File: src/rtl/mips_rst_pkg.sv
// Shared types and constants for the MIPS reset sequencer.
package mips_rst_pkg;

  typedef enum logic [1:0] {
    HOLD    = 2'd0,
    RELEASE = 2'd1,
    RUN     = 2'd2
  } state_t;

  localparam logic [1:0] CAUSE_EXT  = 2'b00;
  localparam logic [1:0] CAUSE_SOFT = 2'b01;
  localparam logic [1:0] CAUSE_WDT  = 2'b10;

endpackage

File: src/rtl/mips_rst_timer.sv
// Clearable up-counter with a terminal-count flag (tc is high while cnt == term).
module mips_rst_timer #(
  parameter int WIDTH = 8
) (
  input  logic             clk,
  input  logic             srst,
  input  logic             clr,
  input  logic             en,
  input  logic [WIDTH-1:0] term,
  output logic             tc
);

  logic [WIDTH-1:0] cnt_reg;

  always_ff @(posedge clk) begin
    if (srst || clr) begin
      cnt_reg <= '0;
    end else if (en) begin
      cnt_reg <= cnt_reg + 1'b1;
    end
  end

  assign tc = (cnt_reg == term);

endmodule

File: src/rtl/mips_reset_sequencer.sv
// Staggered reset sequencer for the MIPS core with soft-reset requests and cause reporting.
// Optional watchdog enabled by defining MIPS_RST_WATCHDOG_EN.
module mips_reset_sequencer
  import mips_rst_pkg::*;
#(
  parameter int NUM_CH         = 4,
  parameter int HOLD_CYCLES    = 8,
  parameter int STAGGER_CYCLES = 4,
  parameter int CNT_WIDTH      = 8,
  parameter int WDT_CYCLES     = 1024,
  parameter int WDT_WIDTH      = 16
) (
  input  logic              clk,
  input  logic              reset,
  input  logic              soft_rst_req,
  output logic              soft_rst_ack,
  input  logic              wdt_kick,
  output logic [NUM_CH-1:0] ch_reset,
  output logic              ch_ready,
  output logic              seq_busy,
  output logic [1:0]        rst_cause
);

  localparam int MAX_PHASE = (HOLD_CYCLES > STAGGER_CYCLES) ? HOLD_CYCLES : STAGGER_CYCLES;

  if (NUM_CH < 1 || HOLD_CYCLES < 1 || STAGGER_CYCLES < 1) begin : g_bad_cfg
    $error("mips_reset_sequencer: NUM_CH, HOLD_CYCLES and STAGGER_CYCLES must be >= 1");
  end
  if (MAX_PHASE > (2 ** CNT_WIDTH) - 1) begin : g_bad_cnt
    $error("mips_reset_sequencer: CNT_WIDTH too small for HOLD/STAGGER cycles");
  end
  if (WDT_CYCLES < 2 || WDT_CYCLES > (2 ** WDT_WIDTH) - 1) begin : g_bad_wdt
    $error("mips_reset_sequencer: WDT_WIDTH too small for WDT_CYCLES");
  end

  localparam logic [CNT_WIDTH-1:0] HOLD_TC = CNT_WIDTH'(HOLD_CYCLES - 1);
  localparam logic [CNT_WIDTH-1:0] STAG_TC = CNT_WIDTH'(STAGGER_CYCLES - 1);

  state_t              state_reg;
  logic [NUM_CH-1:0]   ch_reset_reg;
  logic [NUM_CH-1:0]   ch_shift;
  logic                ch_ready_reg;
  logic                seq_busy_reg;
  logic                ack_reg;
  logic [1:0]          cause_reg;
  logic                phase_tc;
  logic                phase_clr;
  logic                phase_en;
  logic [CNT_WIDTH-1:0] phase_term;
  logic                wdt_fire;

  // Channels release LSB first, so the next release pattern is a zero-filling left shift;
  // an all-zero result means the last channel is about to drop.
  assign ch_shift   = ch_reset_reg << 1;
  assign phase_term = (state_reg == HOLD) ? HOLD_TC : STAG_TC;
  assign phase_en   = (state_reg != RUN);
  assign phase_clr  = soft_rst_req | wdt_fire | phase_tc | (state_reg == RUN);

  mips_rst_timer #(
    .WIDTH (CNT_WIDTH)
  ) u_phase_timer (
    .clk  (clk),
    .srst (reset),
    .clr  (phase_clr),
    .en   (phase_en),
    .term (phase_term),
    .tc   (phase_tc)
  );

`ifdef MIPS_RST_WATCHDOG_EN
  logic wdt_tc;
  logic wdt_clr;

  assign wdt_clr  = (state_reg != RUN) | wdt_kick | soft_rst_req | wdt_fire;
  // A kick on the timeout edge wins over the watchdog reset.
  assign wdt_fire = (state_reg == RUN) & wdt_tc & ~wdt_kick;

  mips_rst_timer #(
    .WIDTH (WDT_WIDTH)
  ) u_wdt_timer (
    .clk  (clk),
    .srst (reset),
    .clr  (wdt_clr),
    .en   (1'b1),
    .term (WDT_WIDTH'(WDT_CYCLES - 1)),
    .tc   (wdt_tc)
  );
`else
  wire [WDT_WIDTH-1:0] unused_wdt = WDT_WIDTH'(WDT_CYCLES) ^ {WDT_WIDTH{wdt_kick}};
  assign wdt_fire = 1'b0;
`endif

  always_ff @(posedge clk) begin
    if (reset) begin
      state_reg    <= HOLD;
      ch_reset_reg <= '1;
      ch_ready_reg <= 1'b0;
      seq_busy_reg <= 1'b1;
      ack_reg      <= 1'b0;
      cause_reg    <= CAUSE_EXT;
    end else if (soft_rst_req) begin
      state_reg    <= HOLD;
      ch_reset_reg <= '1;
      ch_ready_reg <= 1'b0;
      seq_busy_reg <= 1'b1;
      ack_reg      <= 1'b1;
      cause_reg    <= CAUSE_SOFT;
    end else if (wdt_fire) begin
      state_reg    <= HOLD;
      ch_reset_reg <= '1;
      ch_ready_reg <= 1'b0;
      seq_busy_reg <= 1'b1;
      ack_reg      <= 1'b0;
      cause_reg    <= CAUSE_WDT;
    end else begin
      ack_reg <= 1'b0;
      case (state_reg)
        HOLD, RELEASE: begin
          if (phase_tc) begin
            ch_reset_reg <= ch_shift;
            if (ch_shift == '0) begin
              state_reg    <= RUN;
              ch_ready_reg <= 1'b1;
              seq_busy_reg <= 1'b0;
            end else begin
              state_reg <= RELEASE;
            end
          end
        end
        RUN: begin
          state_reg <= RUN;
        end
        default: begin
          state_reg    <= HOLD;
          ch_reset_reg <= '1;
          ch_ready_reg <= 1'b0;
          seq_busy_reg <= 1'b1;
        end
      endcase
    end
  end

  assign ch_reset     = ch_reset_reg;
  assign ch_ready     = ch_ready_reg;
  assign seq_busy     = seq_busy_reg;
  assign soft_rst_ack = ack_reg;
  assign rst_cause    = cause_reg;

endmodule

File: config.mk
export PLATFORM = sky130hd
export DESIGN_NAME = mips_reset_sequencer
export DESIGN_NICKNAME = d
export VERILOG_FILES = /design/src/rtl/mips_rst_pkg.sv /design/src/rtl/mips_rst_timer.sv /design/src/rtl/mips_reset_sequencer.sv
export SDC_FILE = /design/constraint.sdc
export NUM_CORES = 1
export LEC_CHECK = 0
export CAP_MARGIN = 10
export CORE_AREA = 2 2 55 57
export DETAILED_ROUTE_END_ITERATION = 6
export DIE_AREA = 0 0 57 59
export GPL_TIMING_DRIVEN = 0
export HOLD_SLACK_MARGIN = 0.15
export PLACE_DENSITY = 0.49
export RECOVER_POWER = 50
export SYNTH_ARGS = -nofsm -noshare
export SYNTH_HDL_FRONTEND = slang
export SYNTH_SLANG_ARGS = --single-unit
File: constraint.sdc
create_clock -name clk -period 2.5 [get_ports clk]
set_input_delay 0.375 -clock clk [delete_from_list [all_inputs] [get_ports clk]]
set_output_delay 0.375 -clock clk [all_outputs]
set_load 0.01 [all_outputs]
==> results.json, run 1 <==
{
  "status": "finished clean",
  "ctsHoldBuffers": 0,
  "p_int_w": 0.0003873,
  "synth_seq_area_share": 0.4458,
  "syn_avg_cell_area_um2": 9.291,
  "synth_top_family_by_area": "simple AND/OR/NAND/NOR gates",
  "synth-compound-area-share": 0.08824,
  "cp-start-kind": "flip-flop",
  "p_clk_frac": 0.364,
  "drv_slew": 0,
  "setup.worst_path.class": "reg -> reg",
  "synth_cells": 87,
  "yosysUniqueCellTypes": 33,
  "min_path_cells": 1,
  "seqPwrFrac": 0.599,
  "routedWlPerCell_um": 10.82,
  "diodes": 0,
  "cap_violations": 0,
  "synthXorXnorAreaFrac": 0.06502,
  "clock-root-buffer": "clkbuf_4",
  "worst_slew_pin_slew_ps": 690.7,
  "r2r_start": "u_phase_timer.cnt_reg[3]$_SDFFE_PP0N_",
  "drc": 0,
  "setup_viol": 0,
  "multiInputGateArea_um2": 412.9,
  "setup.worst_path.end_class": "flip-flop",
  "dieHeight_um": 59,
  "grt_pass1_wl_mm": 2.601,
  "syn_area_um2": 808.3,
  "ioPinCount": 13,
  "largest_reg_flops": 8,
  "gp_congestion": 0.6854,
  "dr_total_vias": 601,
  "grt_use_total": 0.09963,
  "layout_common_cells": "nor2_1, dfxtp_1, o21ai_0",
  "dr.pass1.iters": 3,
  "p_leak_nw": 0.3913,
  "yosys.area_share.simple": 0.3065,
  "path_max_fanout": 7,
  "clk_pin_slew_ps": 100,
  "port_buffers": 10,
  "die_area_um2": 3363,
  "via_per_inst": 4.553,
  "max_freq_mhz": 548.7,
  "hp-start": "u_phase_timer.cnt_reg[0]$_SDFFE_PP0N_",
  "drtIter0Drc": 5,
  "ctsResizeCount": 0,
  "final.setup.worst_slack_ps": 677.3,
  "power.net_switching_w": 0.00009966,
  "hold_path_end": "u_phase_timer.cnt_reg[0]$_SDFFE_PP0N_",
  "finalSetupTns_ps": 0,
  "fillers": 298,
  "finClkSkew_ps": 6.004,
  "rrSetupSlack_ps": 680,
  "slew_headroom": 0.5353,
  "initial_core_util": 0.2982,
  "finalNetCount": 107,
  "synth_mux_area_frac": 0.05418,
  "num_rows": 19,
  "ys.warnings.count": 0,
  "synth_area_leaders": "dfxtp_1, nor2_1, xor2_1, nor2b_1, mux2_1",
  "drtAntennaViolNets": 0,
  "antenna_found_initial": 0,
  "share_comb_of_total_power": 0.037,
  "htree_levels": 1,
  "synth_top_area_share": 0.4458,
  "wl_mm": 1.428,
  "dpl_worst_slack_ps": 501.3,
  "cts.sinks": 18,
  "clk_latency_ps": 290,
  "rr_worst_depth": 4,
  "regArea_um2": 360.3,
  "grt_pass1_vias": 583,
  "synth-seq-cells": 18,
  "hold_viol_final": 0,
  "min_path_type": "reg -> reg",
  "reg2reg_to": "ch_reset[3]$_SDFFE_PP1P_",
  "layout-drive-gt1-share": 0.08911,
  "numPlacedInstances": 128,
  "peakVddDrop_v": 0.0002498,
  "area_growth_pct": 19.35,
  "core_um2": 2710,
  "rsz0062_at_grt": "no",
  "die_x_um": 57,
  "cts_buffers": 3,
  "cts_tree": "yes",
  "hpwlAfterDp_mm": 1.017,
  "synth_fa_ha_area_frac": 0.01548,
  "syn_nets": 92,
  "synth_area_leader_cell": "dfxtp_1",
  "swShare": 0.2046,
  "required_ps": 2730,
  "fin_crit_ps": 1823,
  "p_per_area_nw_per_um2": 504.8,
  "critPathArrivalTime_ps": 2050,
  "grt_overflow": 0,
  "cts_setup_buffers": 0,
  "min_period_over_period": 0.7291,
  "clockBufferDepth": 2,
  "instances_no_fill": 132,
  "grt_max_degree": 11
}
==> cell type report <==
| class | count | area share |
|---|---|---|
| buffer | 3 | 0.01686 |
| clock buffer | 4 | 0.03761 |
| multi-input combinational | 66 | 0.4280 |
| sequential | 18 | 0.3735 |
| tap | 31 | 0.04021 |
| timing repair buffer | 10 | 0.1038 |
==> cell families after synthesis <==
logic type	count (synthesis)
fa+ha+maj	1
mux	4
flops	18
xor+xnor	6
buf+inv	3
simple gates	42
compound gates	12
other cells	1
==> per-layer routing <==
metal  routed length [um]  up-vias  global-route usage
met5                    0        -                   0
met4                   13        0             0.02990
met3                   46        2             0.03493
met2                  628        7              0.1544
met1                  740      265              0.1316
li1                     -      327                   -
==> stage by stage <==
step | total power, W | cell area [um2] | util | hold slack [ps]
3_3_place_gp | 0.0003181 | 947.2 | 0.3495 | 431.3
3_5_place_dp | 0.0003180 | 947.2 | 0.3495 | 437.1
4_1_cts | 0.0005003 | 983.4 | 0.3629 | 452.2
2_1_floorplan | 0.0003075 | 808.3 | - | 413.0
5_1_grt | 0.0005153 | 964.7 | 0.3560 | 471.3
6_report | 0.0004870 | 964.7 | 0.3560 | 443.8
==> synthesized netlist by cell type, drive strengths merged <==
| library cell | number |
|---|---|
| a21boi | 1 |
| a21oi | 2 |
| and2b | 1 |
| and3 | 2 |
| and3b | 1 |
| and4 | 2 |
| buf | 2 |
| clkbuf | 1 |
| conb | 1 |
| dfxtp | 18 |
| ha | 1 |
| mux2 | 3 |
| mux2i | 1 |
| nand2 | 2 |
| nand2b | 1 |
| nand3 | 1 |
| nand4 | 4 |
| nor2 | 18 |
| nor2b | 5 |
| nor3 | 3 |
| nor4 | 1 |
| o211ai | 1 |
| o21a | 1 |
| o21ai | 7 |
| or3 | 1 |
| xnor2 | 2 |
| xor2 | 4 |
==> power groups by stage <==
stage | Clock (W) | Sequential (W) | Combinational [W]
after global placement | 0 | 0.000298 | 0.0000196
after CTS | 0.000189 | 0.000292 | 0.0000196
after detailed placement | 0 | 0.000299 | 0.0000195
after global routing | 0.000203 | 0.000292 | 0.0000203
final | 0.000177 | 0.000292 | 0.0000181
after floorplan | 0 | 0.000299 | 0.00000818
==> worst max-delay path: stages (launching register included) <==
cell and delay, ps:
dfxtp_1 360, nor4_1 640, nand4_4 270, mux2_1 370, o21ai_0 130
==> worst max-delay path by stage <==
stage	start	end	slack [ps]	depth (start not counted)
2_1_floorplan	u_phase_timer.cnt_reg[2]$_SDFFE_PP0N_	ch_reset[1]$_SDFFE_PP1P_	1120	4
3_3_place_gp	soft_rst_req	u_phase_timer.cnt_reg[3]$_SDFFE_PP0N_	510	4
3_5_place_dp	reset	u_phase_timer.cnt_reg[3]$_SDFFE_PP0N_	500	4
4_1_cts	soft_rst_req	u_phase_timer.cnt_reg[3]$_SDFFE_PP0N_	820	4
5_1_grt	u_phase_timer.cnt_reg[3]$_SDFFE_PP0N_	ch_reset[3]$_SDFFE_PP1P_	510	4
6_report	u_phase_timer.cnt_reg[3]$_SDFFE_PP0N_	ch_reset[3]$_SDFFE_PP1P_	680	4
No activity file was read; power rests on OpenSTA's default activity.
==> run 2: changes to the inputs <==
==> constraint.sdc (replaced) <==
create_clock -name clk -period 1.8 [get_ports clk]
set_input_delay 0.27 -clock clk [delete_from_list [all_inputs] [get_ports clk]]
set_output_delay 0.27 -clock clk [all_outputs]
set_load 0.01 [all_outputs]
==> results.json, run 2 (same netlist as run 1, synthesis figures left out) <==
{
  "status": "finished clean",
  "htree_levels": 1,
  "critPathArrivalTime_ps": 1260,
  "ioPinCount": 13,
  "cts.sinks": 18,
  "setup_viol": 0,
  "fin_crit_ps": 1526,
  "whs_ps": 443.9,
  "clockBufferDepth": 2,
  "dr.pass1.iters": 3,
  "dieHeight_um": 59,
  "largest_reg_flops": 8,
  "rrSetupSlack_ps": 300,
  "cts_tree": "yes",
  "gp_congestion": 0.6854,
  "peakVddDrop_v": 0.0003471,
  "path_max_fanout": 4,
  "r2r_start": "u_phase_timer.cnt_reg[2]$_SDFFE_PP0N_",
  "rsz0062_at_grt": "no",
  "setup.worst_path.end_class": "output port",
  "setup.worst_path.class": "reg -> out",
  "grt_max_degree": 11,
  "clock-root-buffer": "clkbuf_4",
  "via_per_inst": 4.606,
  "finClkSkew_ps": 5.749,
  "min_period_over_period": 0.8479,
  "cts_buffers": 3,
  "num_rows": 19,
  "ctsHoldBuffers": 0,
  "hp-start": "u_phase_timer.cnt_reg[0]$_SDFFE_PP0N_",
  "drv_slew": 0,
  "clk_latency_ps": 290,
  "grt_pass1_wl_mm": 2.601,
  "cap_violations": 0,
  "layout-drive-gt1-share": 0.09901,
  "required_ps": 1530,
  "die_x_um": 57,
  "crit_buf_inv": 1,
  "crit_slowest_cell": "clkdlybuf4s50_1",
  "antenna_found_initial": 0,
  "ctsResizeCount": 0,
  "grt_overflow": 0,
  "min_path_type": "reg -> reg",
  "layout_common_cells": "nor2_1, dfxtp_1",
  "p_per_area_nw_per_um2": 691.4,
  "grt_use_total": 0.09963,
  "hold_viol_final": 0,
  "max_freq_mhz": 655.2,
  "fin_util": 0.3615,
  "slew_headroom": 0.6544,
  "cts_setup_buffers": 0,
  "hpwlAfterDp_mm": 1.017,
  "cpPeakStageDelay_ps": 560,
  "grt_pass1_vias": 583,
  "crit_path_start": "ch_reset[2]$_SDFFE_PP1P_",
  "core_um2": 2710,
  "routedWlPerCell_um": 10.81,
  "dr_total_vias": 608,
  "worstPathCellList": "clkdlybuf4s50_1",
  "diodes": 0,
  "initial_core_util": 0.2982,
  "drtAntennaViolNets": 0,
  "die_area_um2": 3363,
  "port_buffers": 10,
  "worst_slew_pin_slew_ps": 516.5,
  "drtIter0Drc": 11,
  "wl_mm": 1.427,
  "clk_pin_slew_ps": 100,
  "p_leak_nw": 0.3954,
  "fillers": 296,
  "finalNetCount": 107,
  "drc": 0,
  "area_growth_pct": 21.21,
  "cp_top_family": "buffers and inverters",
  "cp-start-kind": "flip-flop"
}
## run 2: layout make-up
cell class	instances	area, um2	share of cell area
clock buffer	4	36.28	0.03704
buffer	3	16.27	0.01660
tap	31	38.79	0.03959
sequential	18	360.3	0.3678
timing repair buffer	10	100.1	0.1022
multi-input combinational	66	427.9	0.4368
## run 2: through the flow
stage	power (W)	area, um2	TNS, ps	instances	setup slack, ps
floorplan	0.0004271	808.3	0	87	418.1
finish	0.0006773	979.7	0	132	273.8
global placement	0.0004418	947.2	-519.5	128	-85.46
global route	0.0007162	979.7	0	132	138.6
CTS	0.0006949	983.4	0	132	226.6
detailed placement	0.0004417	947.2	-571.4	128	-93.74
## run 2: final timing paths
path                                                 to  depth (start not counted)
hold reg to reg   u_phase_timer.cnt_reg[0]$_SDFFE_PP0N_                          1
setup / recovery                            ch_reset[2]                          1
hold / removal    u_phase_timer.cnt_reg[0]$_SDFFE_PP0N_                          1
setup reg to reg               ch_reset[1]$_SDFFE_PP1P_                          4
## run 2: layer usage
| layer | vias up | part of all wire | global-route usage |
|---|---|---|---|
| met3 | 2 | 0.032 | 0.03493 |
| met4 | 0 | 0.0091 | 0.02990 |
| met2 | 7 | 0.44 | 0.1544 |
| met1 | 272 | 0.52 | 0.1316 |
| li1 | 327 | - | - |
| met5 | - | 0 | 0 |
## run 2: report_power, final
| part | total (W) | switching, W | internal, W |
|---|---|---|---|
| logic | 0.0000256 | 0.0000132 | 0.0000123 |
| registers | 0.000405 | 0.00000222 | 0.000403 |
| clock network | 0.000247 | 0.000123 | 0.000123 |
